File: src/rtl/tdm_pkg.sv
// Shared constants and types for the TDM receive path.
package tdm_pkg;
  localparam int LANES  = 8;
  localparam int SLOT_W = 3;

  typedef logic [LANES-1:0] frame_t;
endpackage

File: src/rtl/demux_1to8.sv
// 1:8 write-enable demux built as a tree of 1:2 cells (s[2], then s[1], then s[0]),
// the mirror image of the 8:1 mux tree on the transmit side.
module demux_1to8
  import tdm_pkg::*;
(
  input  logic [SLOT_W-1:0] i_cnt,
  input  logic              i_valid,
  output logic [LANES-1:0]  o_en
);

  logic [1:0] w_l1;
  logic [3:0] w_l2;

  // top cell splits on s[2]
  assign w_l1[0] = i_valid & ~i_cnt[2];
  assign w_l1[1] = i_valid &  i_cnt[2];

  genvar j;
  generate
    // middle cells split on s[1]
    for (j = 0; j < 2; j++) begin : g_l2
      assign w_l2[2*j]   = w_l1[j] & ~i_cnt[1];
      assign w_l2[2*j+1] = w_l1[j] &  i_cnt[1];
    end
    // leaf cells split on s[0]
    for (j = 0; j < 4; j++) begin : g_l3
      assign o_en[2*j]   = w_l2[j] & ~i_cnt[0];
      assign o_en[2*j+1] = w_l2[j] &  i_cnt[0];
    end
  endgenerate

endmodule

File: src/rtl/tdm_demux8.sv
// Serial-to-parallel 1:8 TDM demux: steers each valid bit into the slot picked by
// the slot counter and hands complete frames out on a valid/ready byte port.
module tdm_demux8
  import tdm_pkg::*;
(
  input  logic              clk,
  input  logic              rst,
  input  logic              din,
  input  logic              din_valid,
  input  logic              sync,
  output logic [LANES-1:0]  dout,
  output logic              dout_valid,
  input  logic              dout_ready,
  output logic [SLOT_W-1:0] slot,
  output logic              ovf,
  input  logic              ovf_clr
);

  logic [SLOT_W-1:0] r_cnt;
  logic [LANES-2:0]  r_sh;
  frame_t            r_dout;
  logic              r_valid;
  logic              r_ovf;

  logic              w_adv;
  logic [LANES-1:0]  w_en;
  logic              w_complete;
  logic              w_load;
  logic              w_drop;

  // a sync bit restarts the frame rather than advancing it, so it never fires the demux
  assign w_adv = din_valid & ~sync;

  demux_1to8 u_demux (
    .i_cnt   (r_cnt),
    .i_valid (w_adv),
    .o_en    (w_en)
  );

  // slot-7 bit closes a frame; load if the output is free or being taken this edge
  assign w_complete = w_en[LANES-1];
  assign w_load     = w_complete & (~r_valid | dout_ready);
  assign w_drop     = w_complete &   r_valid & ~dout_ready;

  // slot counter: sync forces slot 1 (its own bit took slot 0), else advance and wrap
  always_ff @(posedge clk or posedge rst) begin
    if (rst)            r_cnt <= '0;
    else if (din_valid) r_cnt <= sync ? SLOT_W'(1) : r_cnt + 1'b1;
  end

  // shadow bits for slots 0..6; stale bits are simply overwritten as a frame refills
  always_ff @(posedge clk or posedge rst) begin
    if (rst) begin
      r_sh <= '0;
    end else begin
      for (int i = 0; i < LANES-1; i++)
        if (w_en[i]) r_sh[i] <= din;
      if (din_valid && sync) r_sh[0] <= din;
    end
  end

  // output byte and valid flag; a take and a new frame on one edge leaves no bubble
  always_ff @(posedge clk or posedge rst) begin
    if (rst) begin
      r_dout  <= '0;
      r_valid <= 1'b0;
    end else if (w_load) begin
      r_dout  <= {din, r_sh};
      r_valid <= 1'b1;
    end else if (r_valid && dout_ready) begin
      r_valid <= 1'b0;
    end
  end

  // sticky overflow; a drop on the same edge as a clear wins
  always_ff @(posedge clk or posedge rst) begin
    if (rst)          r_ovf <= 1'b0;
    else if (w_drop)  r_ovf <= 1'b1;
    else if (ovf_clr) r_ovf <= 1'b0;
  end

  assign dout       = r_dout;
  assign dout_valid = r_valid;
  assign slot       = r_cnt;
  assign ovf        = r_ovf;

endmodule
File: config.mk
export PLATFORM = sky130hd
export DESIGN_NAME = tdm_demux8
export DESIGN_NICKNAME = d
export VERILOG_FILES = /design/src/rtl/tdm_pkg.sv /design/src/rtl/demux_1to8.sv /design/src/rtl/tdm_demux8.sv
export SDC_FILE = /design/constraint.sdc
export NUM_CORES = 1
export LEC_CHECK = 0
export CORE_UTILIZATION = 50
export DETAILED_ROUTE_END_ITERATION = 8
export DONT_BUFFER_PORTS = 1
export PLACE_DENSITY = 0.79
export SLEW_MARGIN = 15
export SYNTH_ARGS = -nofsm -noshare
export SYNTH_HDL_FRONTEND = slang
export SYNTH_HIERARCHICAL = 1
export SYNTH_SLANG_ARGS = --single-unit
File: constraint.sdc
create_clock -name clk -period 1.22 [get_ports clk]
set_input_delay 0.244 -clock clk [delete_from_list [all_inputs] [get_ports clk]]
set_output_delay 0.244 -clock clk [all_outputs]
set_load 0.02 [all_outputs]
Yosys cells after proc, flatten, opt, wreduce, memory -nomap -nowiden
Index checks and enable logic that the tools add are counted.
{"block": "classes", "n_shift": 0, "mul": 0, "n_bitwise": 25, "n_eq_ne": 0, "n_addsub": 1, "n_mux": 7, "n_reduce_logical": 5, "n_div": 0, "n_lt_le_gt_ge": 0}
{"op": "AND 1 bit", "n": 18}
{"op": "two-way mux 1 bit", "n": 6}
{"op": "inverter 1 bit", "n": 6}
{"op": "nonzero test 2 bit", "n": 3}
{"op": "adder 3 x 1 -> 3 bit (second input constant)", "n": 1}
{"op": "two-way mux 3 bit", "n": 1}
{"op": "logical AND 1 bit", "n": 2}
{"op": "bitwise OR 1 bit", "n": 1}
{"block": "totals", "latchBits": 0, "regBits": 20, "mem_bits_ro": 0, "inputBits": 7, "output_inout_bits": 13, "ram_bits": 0, "n_memories": 0, "wordCells": 49}

Depth between registers and ports, before layout
{"block": "logic_depth", "depth_word": 8, "ltp_mapped": 4, "ltp_nobuf": 4}

Modules after synthesis
The synthesis kept the hierarchy.
{"module": "tdm_demux8", "area_each_um2": 809.5, "n_inst": 1, "cells_each": 54, "seq_area_each_um2": 500.5}
{"module": "demux_1to8", "area_each_um2": 96.3, "n_inst": 1, "cells_each": 8, "seq_area_each_um2": 0.0}

Worst setup path before layout
No wires, ideal clock.
{"block": "synth_timing", "kind": "register -> register", "from": "register r_cnt[0], in the netlist slot[0]", "to": "register r_dout[0], in the netlist dout[0]", "n_path_buf": 0, "required_time_ns": 1.095, "setup_time_ns": 0.125, "setup_slack_ns": -0.194, "synth_period_minus_slack_ns": 1.414, "arrival_time_ns": 1.289, "stages_incl_launch_ff": 4, "path_cell_list": "dfrtp_1 and4_2 nand2_4 mux2_4"}
{"block": "synth_between", "elab_chain_cells": 2}
{"element": "from (decl)", "line_no": "tdm_demux8.sv:19", "text": "logic [SLOT_W-1:0] r_cnt;"}
{"element": "from (signal assigned)", "line_no": "tdm_demux8.sv:48", "text": "else if (din_valid) r_cnt <= sync ? SLOT_W'(1) : r_cnt + 1'b1;"}
{"element": "AND 1 bit", "line_no": "demux_1to8.sv:28", "text": "assign o_en[2*j+1] = w_l2[j] & i_cnt[0];"}
{"element": "via w_en[7]", "line_no": "tdm_demux8.sv:26", "text": "logic [LANES-1:0] w_en;"}
{"element": "AND 1 bit", "line_no": "tdm_demux8.sv:42", "text": "assign w_load = w_complete & (~r_valid | dout_ready);"}
{"element": "to (signal assigned)", "line_no": "tdm_demux8.sv:68", "text": "r_dout <= {din, r_sh};"}
{"element": "to (decl)", "line_no": "tdm_demux8.sv:21", "text": "frame_t r_dout;"}
The timed path passes the listed nets, and every way through them passes these cells.
A chain may end at the register's enable or synchronous reset.

Final worst setup path
{"block": "layout_timing", "from": "register r_cnt[1], in the netlist slot[1]", "to": "output slot[1]"}
{"element": "to (decl)", "line_no": "tdm_demux8.sv:14", "text": "output logic [SLOT_W-1:0] slot,"}
No word-level cell between the ends.

==> key figures <==
Cells and area
  • Core Util, Final: 0.637
  • Nets: 84
  • Layout cells sized above 1: 0.547
  • N_diodes: 0
  • Non-filler cells, final: 100
  • P&R area growth vs syn: 20.2%

Routing
  • Avg Vias per Cell: 5.31
  • Drc violations: 0
  • Routed WL: 1330 um
  • TritonRoute pass-1 iters: 2
  • DR vias: ~530
  • Final antenna-violating net count: 0
  • Iter 0 DRT Violations: 1
  • Routed WL per cell: about 13 um

Logic synthesis
  • Mean Syn Cell Area: between 10 and 15 um^2
  • Fraction of registers with async set/reset: 1.00
  • FF+latch count, synth: 20
  • Post-synthesis mux area share: 0.220
  • Post-synthesis compound-gate area fraction: 0.0345
  • Post-synth top flop: dfrtp_1
  • Mapped Cells: 62
  • Post-synth top cells: dfrtp_1 (20), mux2_4 (8), mux2_2 (7)
  • Ys Warns: 6
  • Most common cell in the synthesized netlist: dfrtp_1
  • Post-Synth Simple-Gate Area: 0.163
  • Mapped Nets: 70
  • Xor and xnor area share after synthesis: 0
  • Largest family of logic cells by synthesized area: multiplexers
  • Area contributors post-synth: dfrtp_1 (55%), mux2_4 (13%), mux2_2 (8.7%)
  • Synth Cell Area: 906 um^2
  • Unique masters post-synth: 17
  • Post-synth EDFFs: 0
  • Sequential fraction of the synthesis area: 0.552
  • Top cell type's share of synthesized area: 0.552
  • Largest area contributor in the synthesized netlist: dfrtp_1
  • Adder-Cell Fraction of Synth Area: 0.0138

STA
  • Tightest Pin Transition: 258 ps
  • Final Worst Setup Slack: -41.3 ps
  • Worst rel slew slack: 0.828
  • RSZ-0062 raised after global routing: true
  • Fin crit share: 1.03
  • Final min period: 1260 ps
  • Max Clk Rate: 793 MHz
  • Max-slew violations: 0
  • Final hold vios: 0
  • Final setup fails: 10
  • Worst Clk Skew: 0.801 ps

Floorplan
  • Die width: approximately 45 um
  • Die Height: 44.6 um
  • Boundary Pins: 20
  • Die area: approximately 0.0020 mm^2
  • Core Region: 0.00171 mm^2
  • Row cnt: 15
  • Starting Density: 0.530

Outcome
  • Failing checks: setup timing
  • Status: finished, violations left

Setup path
  • Worst setup SP type: register
  • RR Startpoint: slot[1]
  • CP Data Arrival Time: 1020 ps
  • R2R Setup Slk: -20 ps
  • Worst r2r dst: dout[2]
  • Crit end category: output pin
  • CP required: ~1000 ps
  • Reg2Reg Depth: 3
  • Crit Path Max Fanout: 9
  • Critical path class: reg2out

Flow run
  • Max_cap viols: 0

Clock network
  • CTS H-tree lvls: 1
  • CTS tree: done
  • CTS Buf Count: 3
  • Bufs on Longest Clock Path: 2
  • Root Buffer: clkbuf_4
  • Worst skew pair latency: 280 ps
  • Clk slew on worst S/H paths: around 100 ps
  • TritonCTS Sinks: 20
  • Post CTS Setup Buffer Count: 0

Global routing
  • Vias in the first global route: 510
  • First-pass GRT wire length: 2200 um
  • Largest net degree at the start of global routing: 15
  • Total global routing overflow: 0
  • Initial antenna violation count: 0
  • Total track usage: 0.152

Worst hold path
  • WHS Path Cells: 1
  • Worst min-delay path class: in2reg
  • WHS Endpoint: ovf
  • Hold path start: ovf_clr

Place
  • Hpwl dp: 961 um
  • Port bufs: 0
  • Dpl cells: 95
  • Placer Congestion: just over 0.7

Power
  • Lkg Pwr: 0.534 nW
  • Max VDD drop: 717 uV
  • Pwr Density: ~1600 mW/mm^2
cell type report:
type | instances | area [um^2]
fill | 130 | 619
clock buffer | 4 | 36.3
multi-input combinational | 38 | 424
inverter | 4 | 15.0
sequential | 20 | 504
tap | 25 | 31.3
timing repair buffer | 9 | 77.6
metal layers:
metal / share of wire / GRT usage / vias up
li1: - / - / 253
met1: 0.53 / 0.225 / 264
met2: 0.43 / 0.218 / 12
met3: 0.029 / 0.0327 / 2
met4: 0.011 / 0.0545 / 0
met5: 0 / 0 / -
worst max-delay path: stages, from the launching register on:
cell and delay (ps):
dfrtp_2 480, buf_6 140, buf_6 120
stage by stage:
step                hold slack (ps)  area, um^2  power, W  worst slack (ps)  setup TNS, ps
floorplan                       208         923   0.00122             -51.4           -415
global placement               70.1        1010   0.00130             -45.5           -462
detailed placement             67.9        1010   0.00131             -49.7           -578
CTS                            31.4        1080   0.00169             -47.5           -218
global route                   32.5        1090   0.00179             -84.3           -758
finish                         47.4        1090   0.00169             -41.3           -197
cells by family after synthesis:
logic type	after synthesis
multiplexers	15
flip-flops	20
AND/OR/NAND/NOR	16
AO/OA/AOI/OAI	6
adder cells (fa/ha/maj)	1
buffers and inverters	4
state kept, by name, indices dropped and copies added (netlist names):
signal,count
r_sh,7
dout_valid,1
dout,8
slot,3
ovf,1
worst max-delay path by stage:
stage | slack [ps] | cells after the start | start | to
CTS | -50 | 2 | slot[1] | slot[1]
detailed placement | -50 | 4 | sync | dout[2]
global route | -80 | 2 | slot[1] | slot[1]
finish | -40 | 2 | slot[1] | slot[1]
global placement | -50 | 4 | sync | dout[6]
floorplan | -50 | 4 | sync | dout[0]
cells in the final DEF (no fill, tap or decap):
| cell type | count |
|---|---|
| dfrtp_1 | 17 |
| mux2_4 | 14 |
| buf_4 | 6 |
| inv_1 | 4 |
| nand2_1 | 4 |
| o21ai_0 | 3 |
| clkbuf_4 | 3 |
| dfrtp_2 | 3 |
| and4bb_2 | 3 |
| and4b_2 | 3 |
| a21oi_1 | 2 |
| buf_6 | 2 |
| nand2b_4 | 1 |
| o22ai_1 | 1 |
| nand2_8 | 1 |
| mux2_2 | 1 |
| and2b_2 | 1 |
| nor2_1 | 1 |
| ha_1 | 1 |
| clkbuf_8 | 1 |
| dlygate4sd3_1 | 1 |
| nor4b_2 | 1 |
| and4_4 | 1 |
power breakdown:
| part | internal (W) | leakage, nW | switching, W | total, W |
|---|---|---|---|---|
| clock | 0.000181 | 0.0210 | 0.000179 | 0.000360 |
| combinational | 0.000241 | 0.254 | 0.000106 | 0.000347 |
| sequential | 0.000809 | 0.259 | 0.000175 | 0.000984 |
| total | 0.00123 | 0.534 | 0.000460 | 0.00169 |
repair_timing:
action	in CTS	in global routing
endpoints found under the setup margin	9	17
gates resized for setup	3	3
hold endpoints to repair	6	0
hold buffers	1	0
pin swaps	2	0
Note: power is estimated with default switching activity, not from simulation.
